<file path="src/rtl/kgp_shift_pkg.sv">
// Shared types and constants for the serial shift unit and the shamt narrowing stage.
package kgp_shift_pkg;

  localparam int DEF_WIDTH = 32;
  localparam int DEF_SHW   = 5;

  localparam logic [1:0] OP_SLL = 2'b00;
  localparam logic [1:0] OP_SRL = 2'b01;
  localparam logic [1:0] OP_SRA = 2'b10;

  typedef enum logic [1:0] {
    IDLE  = 2'd0,
    SHIFT = 2'd1,
    FIN   = 2'd2
  } state_t;

endpackage

</file>
<file path="src/rtl/shamt_narrow.sv">
// Combinational inverse of the shamt zero-extension: WIDTH-bit amount to an SHW-bit count,
// flagging amounts of WIDTH or more as saturated (count forced to 0).
module shamt_narrow
  import kgp_shift_pkg::*;
#(
  parameter int WIDTH = DEF_WIDTH,
  parameter int SHW   = DEF_SHW
) (
  input  logic [WIDTH-1:0] shamt_i,
  output logic [SHW-1:0]   count_o,
  output logic             sat_o
);

  assign sat_o   = |shamt_i[WIDTH-1:SHW];
  assign count_o = sat_o ? '0 : shamt_i[SHW-1:0];

endmodule

</file>
<file path="src/rtl/serial_shifter.sv">
// Multi-cycle SLL/SRL/SRA unit: done pulses n+1 cycles after start (1 for n=0 or saturated);
// start is only sampled in IDLE. SERIAL_SHIFTER_NIBBLE_EN enables 4-bit steps while count >= 4.
module serial_shifter
  import kgp_shift_pkg::*;
#(
  parameter int WIDTH = DEF_WIDTH,
  parameter int SHW   = DEF_SHW
) (
  input  logic             clk,
  input  logic             rst,
  input  logic             start,
  input  logic [1:0]       op,
  input  logic [WIDTH-1:0] data_in,
  input  logic [WIDTH-1:0] shamt_in,
  output logic             busy,
  output logic             done,
  output logic [WIDTH-1:0] result
);

  state_t           state_q;
  logic             busy_q;
  logic             done_q;
  logic [WIDTH-1:0] result_q;
  logic [WIDTH-1:0] work_q;
  logic [SHW-1:0]   count_q;
  logic [1:0]       op_q;

  logic [SHW-1:0]   nar_count;
  logic             nar_sat;
  logic [SHW-1:0]   step;
  logic [SHW-1:0]   count_dec;
  logic [WIDTH-1:0] shifted_d;
  logic [WIDTH-1:0] sat_fill_d;

  shamt_narrow #(
    .WIDTH (WIDTH),
    .SHW   (SHW)
  ) u_narrow (
    .shamt_i (shamt_in),
    .count_o (nar_count),
    .sat_o   (nar_sat)
  );

`ifdef SERIAL_SHIFTER_NIBBLE_EN
  assign step = (count_q >= SHW'(4)) ? SHW'(4) : SHW'(1);
`else
  assign step = SHW'(1);
`endif

  assign count_dec = count_q - step;

  // Reserved op encoding falls through to a logical right shift.
  always_comb begin
    shifted_d = work_q >> step;
    case (op_q)
      OP_SLL:  shifted_d = work_q << step;
      OP_SRA:  shifted_d = $signed(work_q) >>> step;
      default: shifted_d = work_q >> step;
    endcase
  end

  assign sat_fill_d = (op == OP_SRA) ? {WIDTH{data_in[WIDTH-1]}} : '0;

  always_ff @(posedge clk or posedge rst) begin
    if (rst) begin
      state_q  <= IDLE;
      busy_q   <= 1'b0;
      done_q   <= 1'b0;
      result_q <= '0;
      work_q   <= '0;
      count_q  <= '0;
      op_q     <= OP_SLL;
    end else begin
      done_q <= 1'b0;
      case (state_q)
        IDLE: begin
          if (start) begin
            op_q    <= op;
            work_q  <= data_in;
            count_q <= nar_count;
            if (nar_sat) begin
              result_q <= sat_fill_d;
              done_q   <= 1'b1;
              state_q  <= FIN;
            end else if (nar_count == '0) begin
              result_q <= data_in;
              done_q   <= 1'b1;
              state_q  <= FIN;
            end else begin
              busy_q  <= 1'b1;
              state_q <= SHIFT;
            end
          end
        end
        SHIFT: begin
          work_q  <= shifted_d;
          count_q <= count_dec;
          // Result and done are registered together so done always qualifies the new result.
          if (count_dec == '0) begin
            result_q <= shifted_d;
            busy_q   <= 1'b0;
            done_q   <= 1'b1;
            state_q  <= FIN;
          end
        end
        FIN:     state_q <= IDLE;
        default: state_q <= IDLE;
      endcase
    end
  end

  assign busy   = busy_q;
  assign done   = done_q;
  assign result = result_q;

endmodule

</file>
<file path="config.mk">
export PLATFORM = sky130hd
export DESIGN_NAME = serial_shifter
export DESIGN_NICKNAME = d
export VERILOG_FILES = /design/src/rtl/kgp_shift_pkg.sv /design/src/rtl/shamt_narrow.sv /design/src/rtl/serial_shifter.sv
export SDC_FILE = /design/constraint.sdc
export NUM_CORES = 1
export LEC_CHECK = 0
export ABC_AREA = 1
export CAP_MARGIN = 15
export CORE_UTILIZATION = 54
export DETAILED_ROUTE_END_ITERATION = 8
export PLACE_DENSITY_LB_ADDON = 0.25
export REMOVE_ABC_BUFFERS = 1
export SLEW_MARGIN = 30
export SYNTH_ARGS = -nofsm -noshare
export SYNTH_HDL_FRONTEND = slang
export SYNTH_SLANG_ARGS = --single-unit
</file>
<file path="constraint.sdc">
create_clock -name clk -period 4.7 [get_ports clk]
set_input_delay 0.94 -clock clk [delete_from_list [all_inputs] [get_ports clk]]
set_output_delay 0.94 -clock clk [all_outputs]
set_load 0.05 [all_outputs]
</file>
======== Word level (Yosys, flattened, before mapping) ========
Index checks and enable logic that the tools add are counted.
word-level totals
  register bits after elaboration ......... 75
  bits of input ports ..................... 69
  output and inout bits ................... 34
operators by class
  add/sub/neg operators ................... 1
  eq/ne operators ......................... 8
  muxes and demuxes ....................... 27
  reductions and logical operators ........ 11
operator list
  operator               count
  $mux W32               6
  $pmux W32 S2           3
  $reduce_or A27 Y1      1
  $logic_not A5 Y1       2
  $mux W5                2
  $pmux W5 S2            1
  $mux W1                8
  $mux W2                4
  $ne A2 B2 Y1 const B   4
  $reduce_and A2 Y1      3
  $reduce_and A5 Y1      1
  $sub A5 B1 Y5 const B  1
  $eq A2 B2 Y1 const B   2
  $logic_not A2 Y1       2
  $pmux W1 S2            2
  $pmux W2 S2            1
  $reduce_and A4 Y1      1
  $ne A3 B2 Y1 const B   1
  $eq A2 B1 Y1 const B   1
  $reduce_bool A2 Y1     1

======== Longest topological paths before layout ========
Gate-level depths: netlist (run 1).
  depth after elaboration ................. 7
  mapped depth ............................ 11
  gate-level depth less buffers ........... 10

======== Cells and area by module ========
From an unflattened synthesis (run 1), not the netlist that was laid out.
unflattened totals
  cell total of the unflattened synthesis .. 563
  area total of the unflattened synthesis .. 4200.3 um^2
modules (own cells, without submodules)
  module          instances  cells an instance  area each (um^2)  seq. area each (um^2)
  serial_shifter  1          509                3992.6            1876.8
  shamt_narrow    1          54                 207.7             0.0

======== Worst setup path before layout (run 1) ========
OpenSTA, ideal clock, no wires.
  kind .................................... in2reg
  start point ............................. input port shamt_in[5]
  end point ............................... register result_q[12] (netlist: result[12])
  arrival ................................. 1971 ps
  slack ................................... 2610 ps
  stages .................................. 10
  buffers on the path ..................... 2
  cells stage by stage .................... nor2_1 > nand2_1 > nor2_1 > nand2_1 > nor2_1 > buf_4 > o311ai_4 > clkbuf_1 > nand3_1 > nand2_1
between the ends
  cells in the longest elaborated chain, start to end .. 5
  elaborated cells on any way between the ends .. 8
  those cells by class .................... 1 x eq/ne; 4 x mux; 3 x reduce/logical
RTL lines
  what                         RTL line               text
  start, declared              serial_shifter.sv:14   input logic [WIDTH-1:0] shamt_in,
  $reduce_or A27 Y1 (*)        shamt_narrow.sv:14     assign sat_o = |shamt_i[WIDTH-1:SHW];
  $mux W5                      shamt_narrow.sv:15     assign count_o = sat_o ? '0 : shamt_i[SHW-1:0];
  $logic_not A5 Y1             serial_shifter.sv:85   end else if (nar_count == '0) begin
  $ne A3 B2 Y1 (no line)       -
  $reduce_and A4 Y1 (no line)  -
  end signal, assigned         serial_shifter.sv:82   result_q <= sat_fill_d;
  end signal, assigned         serial_shifter.sv:86   result_q <= data_in;
  end signal, assigned         serial_shifter.sv:100  result_q <= shifted_d;
  end, declared                serial_shifter.sv:23   logic [WIDTH-1:0] result_q;
Every way passes the cells marked *; elsewhere a longest branch is shown, timed or not. The select of a mux whose other input is x is not followed.
A chain may end at the register's enable or synchronous reset.

======== Worst setup path in the final report (run 1) ========
  start point ............................. input port start
  end point ............................... register work_q[10]
between the ends
  cells in the longest elaborated chain, start to end .. 2
RTL lines
  what                         RTL line              text
  start, declared              serial_shifter.sv:11  input logic start,
  $ne A2 B2 Y1 (no line)       -
  $reduce_and A2 Y1 (no line)  -
  end signal, assigned         serial_shifter.sv:79  work_q <= data_in;
  end signal, assigned         serial_shifter.sv:96  work_q <= shifted_d;
  end, declared                serial_shifter.sv:24  logic [WIDTH-1:0] work_q;
Every way passes these cells.

==> results.yml, run 1 <==
routing:
  viasPerCell: 5.380
  ant_nets: 0
  via_count: 4186
  firstDrtPassIters: 5
  wl_per_cell_um: 13.67
  dr.first_iter.drc_count: 233
  drc: 0
  wirelength_um: 10630
power_and_ir_drop:
  switching_share_pct: 29.04
  switching_power_uw: 509.5
  ir_worst_vdd_mv: 0.1753
  cellLeakagePower_uw: 0.002888
  internal_power_uw: 1245
  comb_power_share_pct: 21.5
  clkPwrFrac_pct: 36.2
  pwr_density_cell_nw_per_um2: 315.7
  seqPwrFrac_pct: 42.3
floorplanning:
  die_w_um: 91.19
  num_rows: 32
  start_util_pct: 55.59
  die_y_um: 91.19
  core_um2: 7727
  die_area_um2: 8315
  ioPinCount: 103
cts:
  cts_made_buffers: 9
  clk_pin_slew_ps: 80
  cts.sink_count: 75
  cts_tree: "yes"
  hold_buffers: 0
  cts_root_buf: "clkbuf_8"
  cts_buffer_depth: 2
  insertion_delay_ps: 340
  postCtsSetupBuffers: 0
  post_cts_resized: 0
  h-tree-depth: 3
yosys:
  ys_seq_area_share_pct: 43.69
  synth-main-ff-cell: "dfrtp_1"
  synth_area_leaders: "dfrtp_1 44%, nand2_1 14%, nand3_1 8.2%"
  synth_warnings: 0
  syn_area_um2: 4295
  ys_seq_elements: 75
  yosys.area.top_type_share_pct: 43.69
  synth_cell_type_count: 28
  async_reset_ff_share_pct: 100.0
  yosys.area.top_type: "dfrtp_1"
  syn_avg_cell_area_um2: 7.305
  synth_cells: 588
  synth_edf_count: 0
timing:
  fin_crit_sh_pct: 59.36
  skew_ps: 8.540
  hold_slack_ps: 471.1
  slew_violations: 0
  setup_viol: 0
  final.min_clock_period_ps: 2790
  fmax_ghz: 0.3584
  max_slew_margin_pct: 49.63
  hold_viol: 0
  worst_slew_pin_slew_ps: 753.8
  fin_setup_tns_ps: 0
  rsz0062_at_grt: "no"
global_routing:
  grt_use_total_pct: 26.70
  grt_pass1_wl_um: 17970
  grt_pass1_vias: 4115
  grt.overflow.total: 0
  antenna_found_initial: 0
  grt_max_degree: 68
critical_path:
  crit_path_end_kind: "flip-flop"
  cp_max_fo: 36
  cp-start-kind: "input pin"
  worstPathArrival_ps: 3030
  cp.required_ps: 4940
  crit_type: "in -> reg"
layout:
  finalNetCount: 742
  final_layout_size_suffix_gt1_share_pct: 5.473
  area_growth_pct: 29.42
  fillers: 623
  antenna_cells: 0
placement:
  numPortBuffers: 102
  gp_congestion: 0.8049
  dp_hpwl_um: 6769
run:
  cap_violations: 0
outcome:
  outcome: "finished, final reports clean"
worst_hold_path:
  hp-class: "reg -> reg"
[kinds of logic (layout without fill, tap and decap cells)]
| family | count (synthesis) | after routing | share of synthesized area (%) |
|---|---|---|---|
| adders and majority gates | 2 | 2 | 0.5825 |
| AOI/OAI and AO/OA | 109 | 109 | 15.67 |
| xor gates and xnor gates | 2 | 2 | 0.5827 |
| and+or+nand+nor | 284 | 284 | 27.41 |
| buffers and inverters | 116 | 204 | 12.06 |
| DFF | 75 | 75 | 43.69 |
[sequential cells by signal, indices dropped and copies added (netlist names)]
name,flops
result,32
work_q,32
count_q,5
op_q,2
state_q,2
busy,1
done,1
[placed cells by master (no fill, tap or decap), drive strengths merged]
cell type | Yosys | final
a21oi | 31 | 31
a22oi | 29 | 29
a2bb2oi | 2 | 2
buf | 25 | 6
bufinv | 0 | 3
clkbuf | 11 | 12
clkdlybuf4s50 | 0 | 102
clkinv | 0 | 1
dfrtp | 75 | 75
ha | 2 | 2
inv | 80 | 80
nand2 | 157 | 157
nand3 | 71 | 71
nor2 | 54 | 54
nor3 | 2 | 2
o211ai | 1 | 1
o21a | 1 | 1
o21ai | 41 | 41
o221ai | 2 | 2
o311ai | 1 | 1
o31ai | 1 | 1
xor2 | 2 | 2
[layout make-up]
type | instances | area (um2) | area share [%]
multi-input combinational | 397 | 1921 | 34.55
sequential | 75 | 1877 | 33.76
timing repair buffer | 108 | 1074 | 19.31
inverter | 80 | 300.3 | 5.402
clock buffer | 12 | 165.2 | 2.971
tap | 102 | 127.6 | 2.296
clock inverter | 4 | 95.09 | 1.711
[metrics by stage]
step	power, uW	worst slack, ps	util, %	cell area [um2]	instances
4_1_cts	1758	1930	71.68	5539	777
5_1_grt	1823	1751	71.94	5559	778
3_5_place_dp	1126	1587	68.31	5279	761
2_1_floorplan	972.2	680.0	-	4078	552
3_3_place_gp	1117	1562	68.28	5276	761
6_report	1755	1910	71.94	5559	778
[final timing paths]
kind | startpoint | to | slack, ps | cells after the start
worst max register to register | count_q[0]$_DFFE_PP0P_ | result[10]$_DFFE_PP0P_ | 2340 | 9
worst min-delay path | result[25]$_DFFE_PP0P_ | result[25]$_DFFE_PP0P_ | 470 | 2
worst max-delay path | start | work_q[10]$_DFFE_PP0P_ | 1910 | 7
max in group asynchronous | rst | work_q[13]$_DFFE_PP0P_ | 2670 | 3
min in group asynchronous | rst | result[19]$_DFFE_PP0P_ | 970 | 2
worst min register to register | result[25]$_DFFE_PP0P_ | result[25]$_DFFE_PP0P_ | 470 | 2
[cell usage after synthesis, types with 2 or more instances]
master and count:
a21oi_1 31, a22oi_1 29, a2bb2oi_1 2, buf_2 12, buf_4 8, buf_6 5
clkbuf_1 11, dfrtp_1 75, ha_1 2, inv_1 76, inv_2 4, nand2_1 156
nand3_1 70, nor2_1 53, nor3_1 2, o21ai_0 28, o21ai_1 12, o221ai_1 2
[power groups by stage]
stage	Clock [uW]	Sequential, uW	Combinational, uW
floorplan	0	831	142
finish	635	742	378
detailed placement	0	752	373
CTS	641	741	375
global route	663	749	411
global placement	0	751	366
[metal layers]
| layer | routed length, um | GRT usage (%) | up-vias |
|---|---|---|---|
| met5 | 0 | 0 | - |
| met4 | 186 | 12.70 | 0 |
| met3 | 576 | 4.188 | 17 |
| met2 | 5434 | 47.35 | 146 |
| met1 | 4436 | 31.60 | 1968 |
| li1 | - | - | 2055 |
[worst max-delay path, cell delays in order]
cell             delay [ps]
clkdlybuf4s50_1         400
nand2_1                 190
inv_1                   190
nor2_4                  610
buf_4                   430
nor2_1                   80
a22oi_1                 190
Note: power is estimated with default switching activity, not from simulation.
==> run 2, diff against run 1 <==
--- a/config.mk
+++ b/config.mk
@@ -7,7 +7,7 @@
 export LEC_CHECK = 0
 export ABC_AREA = 1
 export CAP_MARGIN = 15
-export CORE_UTILIZATION = 54
+export CORE_UTILIZATION = 45
 export DETAILED_ROUTE_END_ITERATION = 8
 export PLACE_DENSITY_LB_ADDON = 0.25
 export REMOVE_ABC_BUFFERS = 1
==> constraint.sdc (replaced) <==
create_clock -name clk -period 2.34 [get_ports clk]
set_input_delay 0.468 -clock clk [delete_from_list [all_inputs] [get_ports clk]]
set_output_delay 0.468 -clock clk [all_outputs]
set_load 0.05 [all_outputs]
==> run 2 against run 1 <==
Against the previous run: count of clock-buffer cells in the layout rose by 1; setup slack lost 1600 ps; clock skew is 0.59 ps lower; critical path type is now reg -> out; sequential power is 100% higher; sequential share of layout area is 0.083 points lower; via count is 1.5% lower; highest routed layer unchanged.
==> results.yml, run 2 (synthesis gave the netlist of run 1 again) <==
outcome:
  outcome: "finished, final reports clean"
cts:
  postCtsSetupBuffers: 0
  cts_root_buf: "clkbuf_8"
  h-tree-depth: 3
  hold_buffers: 0
  post_cts_resized: 0
  cts_tree: "yes"
  clk_pin_slew_ps: 70
  cts.sink_count: 75
  insertion_delay_ps: 340
  cts_made_buffers: 9
  cts_buffer_depth: 2
routing:
  dr.first_iter.drc_count: 215
  drc: 0
  wl_per_cell_um: 13.10
  ant_nets: 0
  viasPerCell: 5.086
  firstDrtPassIters: 4
  wirelength_um: 10620
  via_count: 4125
floorplanning:
  ioPinCount: 103
  num_rows: 35
  die_w_um: 99.70
  core_um2: 9240
  die_area_um2: 9940
  start_util_pct: 46.49
  die_y_um: 99.70
global_routing:
  grt_pass1_wl_um: 18050
  grt.overflow.total: 0
  grt_max_degree: 55
  antenna_found_initial: 0
  grt_use_total_pct: 22.75
  grt_pass1_vias: 4120
critical_path:
  crit_chain: "clkdlybuf4s50_1"
  slowest_stage: "clkdlybuf4s50_1"
  crit_path_end_kind: "primary output"
  r2r-end: "result[9]$_DFFE_PP0P_"
  path_buf_inv: 1
  cp-start-kind: "flip-flop"
  worstPathArrival_ps: 1560
  cp.required_ps: 1870
  cp_top_family: "buffers and inverters"
  cp_max_fo: 2
  cp_slowest_stage_delay_ps: 830
  r2r_start: "count_q[0]$_DFFE_PP0P_"
  r2r_cells: 9
  crit_type: "reg -> out"
  rrSetupSlack_ps: 380
layout:
  layout_common_cells: "155 x nand2_1, 102 x clkdlybuf4s50_1, 75 x inv_1, 75 x dfrtp_1, 70 x nand3_1"
  finalNetCount: 751
  area_growth_pct: 29.74
  antenna_cells: 0
  final_common_cell: "nand2_1"
  final_area_um2: 5573
  fillers: 851
  final_layout_size_suffix_gt1_share_pct: 5.718
timing:
  fin_setup_tns_ps: 0
  setup_ws_ps: 313.8
  max_slew_margin_pct: 62.59
  setup_viol: 0
  hold_viol: 0
  fin_crit_sh_pct: 86.59
  final.min_clock_period_ps: 2026
  fmax_ghz: 0.4935
  skew_ps: 7.952
  slew_violations: 0
  rsz0062_at_grt: "no"
  worst_slew_pin_slew_ps: 559.2
  hold_slack_ps: 442.6
worst_hold_path:
  hp-class: "in -> async"
placement:
  placed_cell_area_um2: 5424
  dp_hpwl_um: 7497
  pre_cts_ws_ps: 80.06
  gp_congestion: 0.8454
  numPortBuffers: 102
power_and_ir_drop:
  pwr_density_cell_nw_per_um2: 557.7
  power_uw: 3108
  ir_worst_vdd_mv: 0.2684
  cellLeakagePower_uw: 0.002884
run:
  cap_violations: 0
run 2: cell count changes in the layout (fill, tap and decap cells not counted), moves of 2 or more:
cell / delta
clkbuf_8: -2
buf_12: +3
clkbuf_1: +3
buf_4: +7
bufinv_16: -3
run 2: worst max-delay path by stage:
stage | startpoint | end | slack, ps | cells after the start
2_1_floorplan | start | count_q[4]$_DFFE_PP0P_ | -1210 | 6
3_3_place_gp | shamt_in[5] | result[14]$_DFFE_PP0P_ | 140 | 12
3_5_place_dp | shamt_in[31] | result[30]$_DFFE_PP0P_ | 80 | 12
4_1_cts | result[30]$_DFFE_PP0P_ | result[30] | 300 | 1
5_1_grt | count_q[0]$_DFFE_PP0P_ | result[17]$_DFFE_PP0P_ | 210 | 9
6_report | result[30]$_DFFE_PP0P_ | result[30] | 310 | 1
run 2: worst reg2reg max path: cells and delay by family, from the launching register on:
family | cells | cell delay (ps)
adders and majority gates | 1 | 230
and+or+nand+nor | 4 | 470
buffers and inverters | 2 | 450
xor gates and xnor gates | 1 | 170
AOI/OAI and AO/OA | 1 | 210
DFF | 1 | 390
run 2: power breakdown:
part / total (uW) / switching, uW / internal (uW)
Clock: 844 / 445 / 399
Combinational: 771 / 470 / 301
Sequential: 1490 / 71.7 / 1420
run 2: area by class of cell:
class	count	area [um2]	share of cell area, %
multi-input cells	397	1913	34.33
flip-flops and latches	75	1877	33.68
repair buffers	117	1171	21.01
clock buffers	13	148.9	2.672
well taps	129	161.4	2.896
inverters	80	301.5	5.411
run 2: through the flow:
step / util (%) / std cells
finish: 60.31 / 811
global route: 60.31 / 811
CTS: 60.31 / 811
detailed placement: 58.70 / 798
global placement: 58.70 / 798
floorplan: - / 552
run 2: per-layer routing:
layer	part of all wire (%)	track usage [%]
met3	4.1	3.092
met4	1.8	9.163
met1	44	27.10
met2	50	41.22
met5	0	0
==> patch 1, RTL diff (config.mk and constraints of run 1) <==
Make the reset (`rst`) synchronous in one clocked block.
--- a/src/rtl/serial_shifter.sv
+++ b/src/rtl/serial_shifter.sv
@@ -61,7 +61,7 @@
 
   assign sat_fill_d = (op == OP_SRA) ? {WIDTH{data_in[WIDTH-1]}} : '0;
 
-  always_ff @(posedge clk or posedge rst) begin
+  always_ff @(posedge clk) begin
     if (rst) begin
       state_q  <= IDLE;
       busy_q   <= 1'b0;
Check against the original RTL: differs if rst is asserted again (counterexample within 4 cycles, from zero or initial values and one cycle with rst high); with rst held inactive, the same outputs for 4 cycles.
==> patch 1 against run 1 <==
- wire length increased by 1.1%
- cell area decreased by 4.6%
- sequential cell count unchanged
- power decreased by 8.6%
- highest routed layer unchanged
- largest cell class unchanged
- setup slack got worse by 100 ps
- global-route usage increased by 1.3 points
- synthesized cell count increased by 8.0%
- sequential share of layout area decreased by 5.4 points
- via count increased by 6.8%
- sequential power decreased by 4.7%
- critical endpoint is now result[15]
- synthesized area decreased by 3.6%
- largest power group unchanged
==> patch 1: results (changes against run 1) <==
metric,value,unit,change
outcome,completed,,
diodes,0,,unchanged
seq_area_frac_synth,36.3,%,-7.4 points
cts_setup_buffers,0,,unchanged
fillers,583,,-6.4%
cp_top_family,simple AND/OR/NAND/NOR gates,,
fin_nets,776,,+4.6%
cts_inserted_buffers,9,,unchanged
placed_cells,793,,+4.2%
vias,4471,,+6.8%
dpl.hpwl,6810,um,+0.57%
synthTopCellsByCount,"nand2_1 (131), nor2_1 (105), dfxtp_1 (75)",,
wire_per_inst,13.3,um,-2.6%
netlist-cell-type-count,29,,+3.6%
crit_path_top_delay_cell,nand2_1,,
h-tree-depth,3,,unchanged
worst_slew_margin_rel,39.7,%,-10 points
clkTransAtPathRegs,80,ps,about the same
cts_resized,0,,unchanged
synth-async-reset-ratio,0,%,-100 points
synthFlopType,dfxtp_1,,
grt_pass1_wl,17500,um,-2.8%
antenna_found_initial,0,,unchanged
drive_above_1_share,6.06,%,+0.59 points
portBuffers,102,,unchanged
avgSynthCellArea,6.52,um^2,-11%
first_pass_iters,7,,+2
slowest_delay,570,ps,-40 ps
grt_usage,28.0,%,+1.3 points
clk_latency,360,ps,+20 ps
crit_arrival,3150,ps,+120 ps
hp-class,reg2reg,,
gp_congestion,0.818,,+1.6%
grt_start_max_net_pins,67,,-1.5%
vias_per_cell,5.53,,+2.8%
drt_iter0_drc,303,,+30%
worstPathMaxFanout,21,,-42%
vdd_drop_max,154,uV,-12%
cts_buffer_depth,2,,unchanged
p_leak,2.38,nW,-17%
yosys_warnings,0,,unchanged
ctsRootBufferMaster,clkbuf_8,,
finClkSkew,5.50,ps,-3.04 ps
grt_pass1_vias,4071,,-1.1%
ys_top_cells_by_area,"dfxtp_1 (36%), nand2_1 (12%), nor2_1 (9.5%), a21oi_1 (8.2%), o21ai_0 (7.3%)",,
[patch 1: kinds of logic after synthesis]
| kind of cell | count (synthesis) | share of synthesized area [%] |
|---|---|---|
| AOI/OAI and AO/OA | 176 | 23.1 |
| xor gates and xnor gates | 3 | 0.635 |
| adders and majority gates | 2 | 0.604 |
| buffers and inverters | 94 | 10.2 |
| DFF | 75 | 36.3 |
| and+or+nand+nor | 285 | 29.2 |
[patch 1: layout make-up]
class | instances | area (um^2) | share of cell area, %
well taps | 99 | 124 | 2.34
clock buffers | 10 | 138 | 2.60
multi-input cells | 466 | 2230 | 42.0
flip-flops and latches | 75 | 1500 | 28.3
inverters | 46 | 175 | 3.30
clock inverters | 5 | 77.6 | 1.46
repair buffers | 107 | 1060 | 20.0
[patch 1: power breakdown]
| group | switching, mW | internal, mW |
|---|---|---|
| clock | 0.245 | 0.309 |
| combinational | 0.205 | 0.138 |
| sequential | 0.0256 | 0.681 |
| total | 0.476 | 1.13 |
[patch 1: worst paths after layout]
| path | depth (start not counted) | slack (ps) | startpoint | end |
|---|---|---|---|---|
| worst min register to register | 2 | 460 | busy | busy |
| worst min-delay path | 2 | 460 | busy | busy |
| worst max-delay path | 14 | 1810 | shamt_in[16] | result[15] |
| worst max register to register | 10 | 2080 | count_q[0] | result[21] |
[patch 1: worst register-to-register path: stages (launching register included)]
cell,delay (ps)
dfxtp_1,370
inv_1,80
ha_1,230
xor2_1,160
nor2_1,160
nand3_1,140
nand2_2,660
buf_4,420
nand3_1,140
nand2_1,100
nor2_1,50
[patch 1: per-stage QoR]
stage / setup slack (ps) / cell area (um^2) / util (%)
floorplan: 1770 / 3890 / -
global placement: 1490 / 5080 / 69.3
detailed placement: 1420 / 5080 / 69.3
CTS: 1800 / 5300 / 72.3
global route: 1520 / 5300 / 72.3
finish: 1810 / 5300 / 72.3
[patch 1: routing by layer]
layer	global-route usage (%)	vias to the layer above	routed length, um
met1	34.3	2028	4600
met2	48.2	189	5170
li1	-	2227	-
met3	4.52	27	760
met4	12.7	0	220
met5	0	-	0
==> patch 2, RTL diff (settings of run 1) <==
Without the edit above. Add a define of `SERIAL_SHIFTER_NIBBLE_EN`.
--- a/src/rtl/serial_shifter.sv
+++ b/src/rtl/serial_shifter.sv
@@ -1,5 +1,7 @@
 // Multi-cycle SLL/SRL/SRA unit: done pulses n+1 cycles after start (1 for n=0 or saturated);
 // start is only sampled in IDLE. SERIAL_SHIFTER_NIBBLE_EN enables 4-bit steps while count >= 4.
+`define SERIAL_SHIFTER_NIBBLE_EN
+
 module serial_shifter
   import kgp_shift_pkg::*;
 #(
Formal check against the unedited RTL: not equivalent (a bounded check fails within 4 cycles, from zero or initial values and one cycle with rst high).
==> patch 2 against run 1 <==
- count of clock-buffer cells in the layout is 2 lower
- cell area increased by 6.3%
- hold slack better by 4.8 ps
- wire length is 31% higher
- setup slack got worse by 900 ps
- first-iteration DRC count rose by 66%
- clock skew grew 4.6 ps
- sequential cell count unchanged
- register-to-register slack worse by 1300 ps
- non-clock buffer count shrank 1
- synthesized area up 9.9%
- power up 3.2%
- critical path depth increased by 7
==> patch 2: results (changes against run 1) <==
metric,value,unit,change
outcome,completed,,
seqPwrFrac,40.8,%,-1.5 points
multi_input_gates,495,,+25%
drive_above_1_share,5.04,%,-0.43 points
clkPwrFrac,31.4,%,-4.8 points
grt_usage,33.0,%,+6.3 points
wire_per_inst,15.8,um,+16%
netlist-cell-type-count,30,,+7.1%
grt_pass1_vias,4837,,+18%
crit_arrival,3940,ps,+910 ps
vias,5046,,+21%
p_sw_share,34.3,%,+5.3 points
finClkSkew,13.2,ps,+4.63 ps
use_met1,41.6,%,+10 points
ys_top_cells_by_area,"dfrtp_1 (40%), nand2_1 (17%), nand3_1 (17%), inv_1 (6.1%), o21ai_0 (3.8%)",,
clk_latency,360,ps,+20 ps
first_pass_iters,6,,+1
crit_path_top_delay_cell,inv_2,,
grt_pass1_wl,23000,um,+28%
drt_iter0_drc,386,,+66%
buffer_area_share,17.9,%,-1.4 points
fin_nets,841,,+13%
num-nonclk-inverters,82,,+2.5%
avgSynthCellArea,6.83,um^2,-6.5%
seq_area_frac_synth,39.8,%,-3.9 points
met3WireLength,996,um,+73%
placed_cells,864,,+14%
dr_wl_met2,6750,um,+24%
routed_wl,13900,um,+31%
cp_top_family,simple AND/OR/NAND/NOR gates,,
power.total,1.81,mW,+3.2%
min_from,result[11],,
worst_pin_slew,922,ps,+168 ps
-- patch 2: worst reg2reg max path, cell delays in order (launching register included) --
cell	delay (ps)
dfrtp_1	420
nor2_2	170
nand2_2	380
inv_2	600
ha_1	370
inv_1	100
nand2_1	90
nand2_1	100
nand4_1	120
nor2_1	170
nand3_2	120
nand2_4	360
nand2_4	340
nand2_1	190
nand2_1	60
-- patch 2: path summary, 6_finish.rpt --
check / to / slack (ps) / cells past startpoint
min in group asynchronous: done / 930 / 2
min: result[11] / 480 / 2
max: result[26] / 1010 / 14
min reg2reg: result[11] / 480 / 2
max reg2reg: result[26] / 1010 / 14
max in group asynchronous: result[22] / 3000 / 3
-- patch 2: kinds of logic after synthesis --
| kind of cell | share of synthesized area [%] |
|---|---|
| flip-flops | 39.8 |
| AND/OR/NAND/NOR | 38.7 |
| AO/OA/AOI/OAI | 9.92 |
| adder cells (fa/ha/maj) | 0.530 |
| buffers and inverters | 11.1 |
